[config.mk]
export PLATFORM = sky130hd
export DESIGN_NAME = credit_rx_buffer
export DESIGN_NICKNAME = d
export VERILOG_FILES = /design/src/rtl/credit_rx_buffer.sv
export SDC_FILE = /design/constraint.sdc
export NUM_CORES = 1
export LEC_CHECK = 0
export ABC_CLOCK_PERIOD_IN_PS = 4600
export CAP_MARGIN = 20
export CORE_UTILIZATION = 55
export DETAILED_ROUTE_END_ITERATION = 6
export GPL_TIMING_DRIVEN = 0
export PLACE_DENSITY = 0.81
export SYNTH_ARGS = -nofsm -noshare
export SYNTH_HDL_FRONTEND = slang
export SYNTH_SLANG_ARGS = --single-unit
[constraint.sdc]
create_clock -name clk -period 4.6 [get_ports clk]
set_input_delay 0.92 -clock clk [delete_from_list [all_inputs] [get_ports clk]]
set_output_delay 0.92 -clock clk [all_outputs]
set_load 0.01 [all_outputs]
[src/rtl/credit_rx_buffer.sv]
// rtl/credit_rx_buffer.sv - receive-side credit FIFO for the PE-to-router credit link
//
// Purpose:
//   Accepts WIDTH-bit flits qualified by in_valid into a DEPTH-entry FIFO and
//   presents them in order on a valid/ready output. Each entry that leaves the
//   FIFO returns one credit pulse on co, one cycle after the pop, so the
//   sender's allocation counter (reset 0, limit DEPTH) stays exact.
//
// Optional feature macro: CREDIT_CHECK_EN
//   defined   - err_ovf is a sticky flag, set the cycle after in_valid arrives
//               while the FIFO is full; cleared only by RST.
//   undefined - err_ovf is tied to 0 and no checking logic exists.
//   In both builds a flit offered while full is dropped.
//
// Ports:
//   clk        in   1      clock, rising edge
//   RST        in   1      asynchronous active-low reset
//   datain     in   WIDTH  incoming flit
//   in_valid   in   1      push request for datain
//   co         out  1      credit return, one pulse per popped entry
//   dataout    out  WIDTH  FIFO head flit (don't-care while out_valid=0)
//   out_valid  out  1      FIFO not empty
//   out_ready  in   1      downstream accepts dataout this cycle
//   occupancy  out  AW+1   entries held, 0..DEPTH
//   err_ovf    out  1      sticky overflow flag

module credit_rx_buffer #(
    parameter int WIDTH = 20,
    parameter int DEPTH = 4,
    parameter int AW    = 2
) (
    input  logic             clk,
    input  logic             RST,
    input  logic [WIDTH-1:0] datain,
    input  logic             in_valid,
    output logic             co,
    output logic [WIDTH-1:0] dataout,
    output logic             out_valid,
    input  logic             out_ready,
    output logic [AW:0]      occupancy,
    output logic             err_ovf
);

    // Storage is deliberately not reset: held flits are discarded by resetting
    // the pointers, and dataout is don't-care while the FIFO is empty.
    logic [WIDTH-1:0] r_mem [DEPTH];

    // Pointers carry one extra wrap bit so full and empty are distinguishable
    // without a separate count register.
    logic [AW:0]      r_wr_ptr;
    logic [AW:0]      r_rd_ptr;
    logic             r_co;

    logic             w_full;
    logic             w_empty;
    logic             w_push;
    logic             w_pop;
    logic [AW:0]      w_occupancy;

    assign w_occupancy = r_wr_ptr - r_rd_ptr;
    assign w_empty     = (r_wr_ptr == r_rd_ptr);
    assign w_full      = (r_wr_ptr[AW] != r_rd_ptr[AW]) &&
                         (r_wr_ptr[AW-1:0] == r_rd_ptr[AW-1:0]);

    // A push while full is refused even if a pop happens in the same cycle:
    // a credit-correct sender can never be in that situation.
    assign w_push = in_valid & ~w_full;
    assign w_pop  = ~w_empty & out_ready;

    always_ff @(posedge clk) begin
        if (w_push) begin
            r_mem[r_wr_ptr[AW-1:0]] <= datain;
        end
    end

    always_ff @(posedge clk or negedge RST) begin
        if (!RST) begin
            r_wr_ptr <= '0;
            r_rd_ptr <= '0;
            r_co     <= 1'b0;
        end else begin
            if (w_push) begin
                r_wr_ptr <= r_wr_ptr + 1'b1;
            end
            if (w_pop) begin
                r_rd_ptr <= r_rd_ptr + 1'b1;
            end
            // One credit per freed entry, lagging the pop by one cycle.
            r_co <= w_pop;
        end
    end

`ifdef CREDIT_CHECK_EN
    logic r_err_ovf;

    always_ff @(posedge clk or negedge RST) begin
        if (!RST) begin
            r_err_ovf <= 1'b0;
        end else if (in_valid && w_full) begin
            r_err_ovf <= 1'b1;
        end
    end

    assign err_ovf = r_err_ovf;
`else
    assign err_ovf = 1'b0;
`endif

    // Head is read straight from the storage registers; no path from datain.
    assign dataout   = r_mem[r_rd_ptr[AW-1:0]];
    assign out_valid = ~w_empty;
    assign occupancy = w_occupancy;
    assign co        = r_co;

endmodule

; After elaboration in Yosys (flattened, before gate mapping)
; Memories as Yosys holds them, arrays and structs flattened.
; Cells that the tools add are included.
[classes]
n_addsub = 3
eq_ne = 3
mux = 2
bitwise_logic = 4
reduce_logical = 1
[op_table]
columns = cell, count
row1 = "adder 3 x 1 -> 3 bit, second input constant", 2
row2 = equality test 3 bit, 1
row3 = subtractor 3 bit, 1
row4 = AND 1 bit, 2
row5 = equality test 2 bit, 1
row6 = 2-to-1 mux 1 bit, 2
row7 = inverter 1 bit, 2
row8 = logical AND 1 bit, 1
row9 = != test 1 bit, 1
[totals]
regBits = 7
ramBits = 80
inputBits = 24
out_inout_bits = 26
wordCells = 17
memories = 1
[memory_table]
columns = memory, depth, width, read_ports, rd_clocked_by_memory_dff, wr, line_no
row1 = r_mem, 4, 20, 1, 0, 1, 46  ; logic [WIDTH-1:0] r_mem [DEPTH];

; Depth between registers and ports, before layout
; Gate-level depths: netlist (run 1).
[logic_depth]
word_depth = 6
depth_mapped = 6
mapped_depth_nobuf = 5

; Worst setup path after synthesis (run 1)
; No wires, ideal clock.
[synth_timing]
kind = register to register
startpoint = register r_rd_ptr[1]
endpoint = memory r_mem[3][0] (enable)
setup_time_ns = 0.378
arrival_ns = 2.001
required_ns = 4.222
path_slack_ns = 2.221
path_stages_with_launch = 7
path_buffers = 1
period_less_slack_ns = 2.379
cell_sequence = dfrtp_1 > buf_1 > inv_1 > ha_1 > nand2_1 > o21a_2 > and2_1
[synth_between]
elab_chain_len = 6
[synth_rtl]
columns = item, line_no
row1 = start: declaration, 51  ; logic [AW:0] r_rd_ptr;
row2 = start signal: assignment, 86  ; r_rd_ptr <= r_rd_ptr + 1'b1;
row3 = equality test 2 bit, 63  ; (r_wr_ptr[AW-1:0] == r_rd_ptr[AW-1:0]);
row4 = logical AND 1 bit, 62  ; assign w_full = (r_wr_ptr[AW] != r_rd_ptr[AW]) &&
row5 = inverter 1 bit, 67  ; assign w_push = in_valid & ~w_full;
row6 = AND 1 bit, 67
row7 = 2-to-1 mux 1 bit, 71  ; if (w_push) begin
row8 = 2-to-1 mux 1 bit (implied by the code), 72  ; r_mem[r_wr_ptr[AW-1:0]] <= datain;
row9 = end: declaration, 46
; Every way passes these cells.

; Final worst setup path (run 1)
[layout_timing]
startpoint = register r_rd_ptr[1]
endpoint = output port out_valid
[layout_between]
elab_chain_len = 2
[layout_rtl]
columns = item, line_no
row1 = equality test 3 bit, 61  ; assign w_empty = (r_wr_ptr == r_rd_ptr);
row2 = inverter 1 bit, 111  ; assign out_valid = ~w_empty;
row3 = end: declaration, 38  ; output logic out_valid,
; Every way passes these cells.

==> out/metrics.yaml, run 1 <==
slew_viol_final: 0
design.core.area_mm2: 0.00592
post_synth.cell_area_avg_um2: 22.4
yosysSeqAreaShare_pct: 76.4
wire_per_inst_um: 18.3
area_growth_pct: 21.6
synth.area.mux_share_pct: 14.9
ys_ff_latch: 87
clk_latency_ns: 0.34
grt_pass1_vias: 1726
cpMaxStageDelayCell: "clkdlybuf4s50_1"
die_w_um: 80.3
synth_top_family_by_area: "multiplexers"
yosys.area.top_type: "edfxtp_1"
hp-class: "reg2reg"
hp-start: "r_wr_ptr[2]$_DFFE_PN0P_"
yosys.area_share.simple_pct: 1.45
synth_cell_types: 21
r2r-end: "r_mem[0][6]$_DFFE_PP_"
peakVddDrop_uv: 661
die_y_um: 80.3
cts_hold_buffers: 0
die_area_mm2: 0.00646
r2r_setup_slack_ns: 1.59
synth-adder-area-share_pct: 3.19
power.leakage_nw: 1.41
via_per_inst: 5.65
required_ns: 3.68
final_common_cell: "edfxtp_1"
dp.cells: 274
post-route-period-util_pct: 72.1
clock_skew_ns: 0.00934
cp_data_arrival_time_ns: 2.39
rr_startpoint: "r_rd_ptr[1]$_DFFE_PN0P_"
wl_um: 5320
syn-num-nets: 183
netlist_top_cells_area: "edfxtp_1 71%, mux4_2 13%, dfrtp_1 5.2%, ha_1 2.6%, inv_1 0.89%"
power_density_mw_per_mm2: 657
max-slew-margin-rel_pct: 30.0
layout_common_cells: "80 x edfxtp_1, 48 x clkdlybuf4s50_1, 20 x mux4_2, 9 x clkbuf_8, 8 x inv_1"
crit_fanout: 10
track_usage_pct: 18.3
grt_setup_unrepaired: "no"
synth_xor_area_share_pct: 1.26
final_hold_viol_count: 0
detail-route-antenna-nets: 0
run_status: "complete, no violations"
fin_hold_ws_ns: 0.580
cts_tree: "built"
num-fill-cells: 362
start_kind: "flip-flop"
clk_path_buf_depth: 2
cts_root_buffer: "clkbuf_8"
path_clk_slew_ns: 0.07
first_iter_violations: 54
port_buffers: 48
crit_chain: "buf_1, inv_1, ha_1, nand3_1, clkdlybuf4s50_1"
r2r_cells: 6
post_cts_buffers: 0
initial_utilization_pct: 57.0
cts-resized-gates: 0
whs_endpoint: "r_wr_ptr[2]$_DFFE_PN0P_"
setup_violations: 0
antenna_found_initial: 0
synth_compound_gate_area_share_pct: 1.07
hold_depth: 2
max_stage_delay_ns: 0.53
ios: 50
fmax_mhz: 302
setup_tns_ns: 0
first_pass_iters: 4
endpoint_kind: "output port"
grt_pass1_wl_um: 8180
syn_inst: 151
htree_levels: 3
maxCapViolCount: 0
rows: 28
gp_congestion: 0.732
final_cells: 290
power_mw: 2.70
grt_overflow: 0
crit_type: "reg2out"
fin_nets: 242
fin_crit_ns: 3.31
vias: 1639
drive_gt1_share_pct: 19.1
synth_top_area_share_pct: 71.2
synth_warnings: 0
post-route-drc-count: 0
worst_slew_pin_slew_ns: 1.05
dp_hpwl_um: 3560
cts_buffers: 9
synth_area_mm2: 0.00338
grt_max_degree: 21
antennaDiodeCount: 0
cts.sinks: 87
[flip-flops by register name, summed over array words and instances (netlist names)]
register  cells
co            1
r_rd_ptr      3
r_wr_ptr      3
r_mem        80
[through the flow]
stage,area [um2],util [%],worst slack [ns]
finish,4110,69.4,1.29
global route,4110,69.4,1.18
CTS,4110,69.4,1.26
detailed placement,3950,66.7,1.55
global placement,3950,66.7,1.61
floorplan,3380,-,2.22
[cell type report]
| cell class | count | area [um2] | area share [%] |
|---|---|---|---|
| plain buffers | 5 | 27.5 | 0.670 |
| clock buffers | 11 | 131 | 3.20 |
| clock inverters | 5 | 25.0 | 0.609 |
| inverters | 8 | 30.0 | 0.731 |
| multi-input cells | 51 | 741 | 18.0 |
| flip-flops and latches | 87 | 2580 | 62.8 |
| well taps | 75 | 93.8 | 2.29 |
| repair buffers | 48 | 480 | 11.7 |
[Yosys cell counts, drive strengths merged]
master and n:
buf 5, ha 7, mux2i 1, dfrtp 7, a31o 1, mux4 20, conb 1, xnor2 4
edfxtp 80, fa 1, o21ai 2, nand2 5, mux2 3, and2 4, o21a 1, inv 8
nand3 1
[report_power, final]
part | switching, mW | internal [mW] | total (mW) | leakage [nW]
clock network | 0.234 | 0.191 | 0.425 | 0.0782
logic | 0.501 | 0.621 | 1.12 | 0.515
registers | 0.0767 | 1.08 | 1.15 | 0.816
[worst max-delay path by stage]
| stage | startpoint | to | cells after the start |
|---|---|---|---|
| floorplan | r_rd_ptr[1]$_DFFE_PN0P_ | r_mem[3][0]$_DFFE_PP_ | 6 |
| global placement | r_rd_ptr[1]$_DFFE_PN0P_ | r_mem[3][14]$_DFFE_PP_ | 6 |
| detailed placement | r_rd_ptr[1]$_DFFE_PN0P_ | r_mem[2][14]$_DFFE_PP_ | 6 |
| CTS | r_rd_ptr[1]$_DFFE_PN0P_ | out_valid | 5 |
| global route | r_rd_ptr[1]$_DFFE_PN0P_ | out_valid | 5 |
| finish | r_rd_ptr[1]$_DFFE_PN0P_ | out_valid | 5 |
[cells by family after synthesis]
family                     Yosys count
other                                1
xor gates and xnor gates             4
AOI/OAI and AO/OA                    4
DFF                                 87
adders and majority gates            8
muxes                               24
buffers and inverters               13
and+or+nand+nor                     10
[routing by layer]
metal / wire length [um] / part of all wire, % / track usage [%]
met5: 0 / 0 / 0
met4: 132 / 2.5 / 12.5
met3: 264 / 5.0 / 3.98
met2: 2860 / 54 / 30.7
met1: 2060 / 39 / 21.1
[worst max-delay path: cells and delay by family (launching register included)]
| family | cells | cell delay [ns] |
|---|---|---|
| fa+ha+maj | 1 | 0.34 |
| buf+inv | 3 | 1.13 |
| flops | 1 | 0.49 |
| simple gates | 1 | 0.10 |
(Power assumes the default switching activity.)
==> run 2, diff against run 1 <==
- ABC_CLOCK_PERIOD_IN_PS: 4600 -> 2900
- CORE_UTILIZATION: 55 -> 48
- PLACE_DENSITY: 0.81 -> 0.75
- clock period: 4.6 -> 2.9 ns (I/O delays scaled with it)
==> run 2 against run 1 <==
First-iteration DRC count increased by 56%. Highest routed layer unchanged. Critical endpoint is now dataout[12]. Largest cell class unchanged. Clock power rose by 87%. Non-clock buffer count unchanged. Die area rose by 14%.
==> out/metrics.yaml, run 2 (synthesis results as in run 1) <==
wl_um: 5420
endpoint_kind: "output port"
first_pass_iters: 4
crit_type: "reg2out"
area_growth_pct: 23.6
gp_congestion: 0.705
fmax_mhz: 357
worst_slew_pin_slew_ns: 0.562
fin_nets: 242
register_area_mm2: 0.00258
rr_startpoint: "r_rd_ptr[1]$_DFFE_PN0P_"
clock_skew_ns: 0.00481
cp_data_arrival_time_ns: 2.22
clk_latency_ns: 0.35
post-route-period-util_pct: 96.7
crit_chain: "clkbuf_4, mux4_2, clkdlybuf4s50_1"
grt_pass1_vias: 1598
die_area_mm2: 0.00737
crit_fanout: 10
clk_path_buf_depth: 2
detail-route-antenna-nets: 0
max-slew-margin-rel_pct: 62.5
initial_utilization_pct: 49.7
crit_family: "buffers and inverters"
setup_tns_ns: 0
multiInputGateArea_um2: 746
final_common_cell: "edfxtp_1"
slew_viol_final: 0
cts.sinks: 87
vias: 1594
grt_max_degree: 21
die_w_um: 85.9
cts_root_buffer: "clkbuf_8"
power_density_mw_per_mm2: 1050
setup_violations: 0
antenna_found_initial: 0
wire_per_inst_um: 17.4
cts_tree: "built"
dp_hpwl_um: 3410
ios: 50
drive_gt1_share_pct: 22.3
die_y_um: 85.9
largest_reg_flops: 80
final_hold_viol_count: 0
power_mw: 4.39
grt_pass1_wl_um: 8410
peakVddDrop_uv: 754
maxCapViolCount: 0
antennaDiodeCount: 0
track_usage_pct: 16.2
grt_overflow: 0
rows: 30
cpMaxStageDelayCell: "mux4_2"
layout_common_cells: "80 x edfxtp_1, 48 x clkdlybuf4s50_1, 20 x mux4_2, 9 x clkbuf_8, 8 x inv_1"
design.core.area_mm2: 0.00679
first_iter_violations: 84
path_clk_slew_ns: 0.08
port_buffers: 48
fin_crit_ns: 2.80
run_status: "complete, no violations"
hp-class: "in2async"
r2r_cells: 6
htree_levels: 3
power.leakage_nw: 1.43
cts_buffers: 9
path_buf_inv: 2
r2r_setup_slack_ns: 0.43
num-fill-cells: 490
grt_setup_unrepaired: "no"
via_per_inst: 5.13
post-route-drc-count: 0
required_ns: 2.32
max_stage_delay_ns: 0.56
start_kind: "flip-flop"
r2r-end: "r_mem[3][7]$_DFFE_PP_"
[run 2: worst max-delay path by stage]
| stage | end | slack, ns | startpoint | cells past startpoint |
|---|---|---|---|---|
| after floorplan | r_mem[3][0]$_DFFE_PP_ | 0.52 | r_rd_ptr[1]$_DFFE_PN0P_ | 6 |
| after global placement | r_mem[0][0]$_DFFE_PP_ | -0.21 | r_rd_ptr[1]$_DFFE_PN0P_ | 6 |
| after detailed placement | r_mem[2][0]$_DFFE_PP_ | -0.22 | r_rd_ptr[1]$_DFFE_PN0P_ | 6 |
| after CTS | dataout[4] | 0.02 | r_rd_ptr[1]$_DFFE_PN0P_ | 3 |
| after global routing | dataout[12] | 0.02 | r_rd_ptr[0]$_DFFE_PN0P_ | 3 |
| final | dataout[12] | 0.1 | r_rd_ptr[0]$_DFFE_PN0P_ | 3 |
[run 2: through the flow]
step	instance area (um2)	util [%]	hold slack [ns]	worst slack [ns]	cells
2_1_floorplan	3380	-	0.284	0.521	151
3_3_place_gp	3980	58.5	0.554	-0.212	295
3_5_place_dp	3980	58.5	0.572	-0.223	295
4_1_cts	4170	61.4	0.504	0.0161	311
5_1_grt	4170	61.4	0.511	0.0204	311
6_report	4170	61.4	0.509	0.0958	311
[run 2: metal layers]
layer | GRT usage, % | routed length, um | up-vias
li1 | - | - | 717
met4 | 6.82 | 84 | 0
met5 | 0 | 0 | -
met1 | 20.7 | 2370 | 822
met2 | 25.8 | 2740 | 46
met3 | 5.10 | 227 | 9
[run 2: worst reg2reg max path: cells and delay by family, from the launching register on]
| family | cells | cell delay, ns |
|---|---|---|
| AO/OA/AOI/OAI | 1 | 0.21 |
| buffers and inverters | 2 | 0.41 |
| adder cells (fa/ha/maj) | 1 | 0.32 |
| AND/OR/NAND/NOR | 2 | 0.69 |
| flip-flops | 1 | 0.49 |
[run 2: power by group]
part	internal [mW]	switching, mW
logic	0.991	0.790
clock network	0.391	0.406
registers	1.70	0.114
total	3.08	1.31
[run 2: layout make-up]
cell class | instances | area share [%]
flip-flops and latches | 87 | 61.8
multi-input cells | 51 | 17.9
repair buffers | 48 | 11.5
clock buffers | 9 | 2.97
well taps | 96 | 2.88
clock inverters | 7 | 1.50
plain buffers | 5 | 0.780
inverters | 8 | 0.720
[run 2: repair_timing]
item,CTS,global route
gates resized for setup,5,2
endpoints found under the setup margin,81,16
setup buffers,0,0
hold buffers,0,0
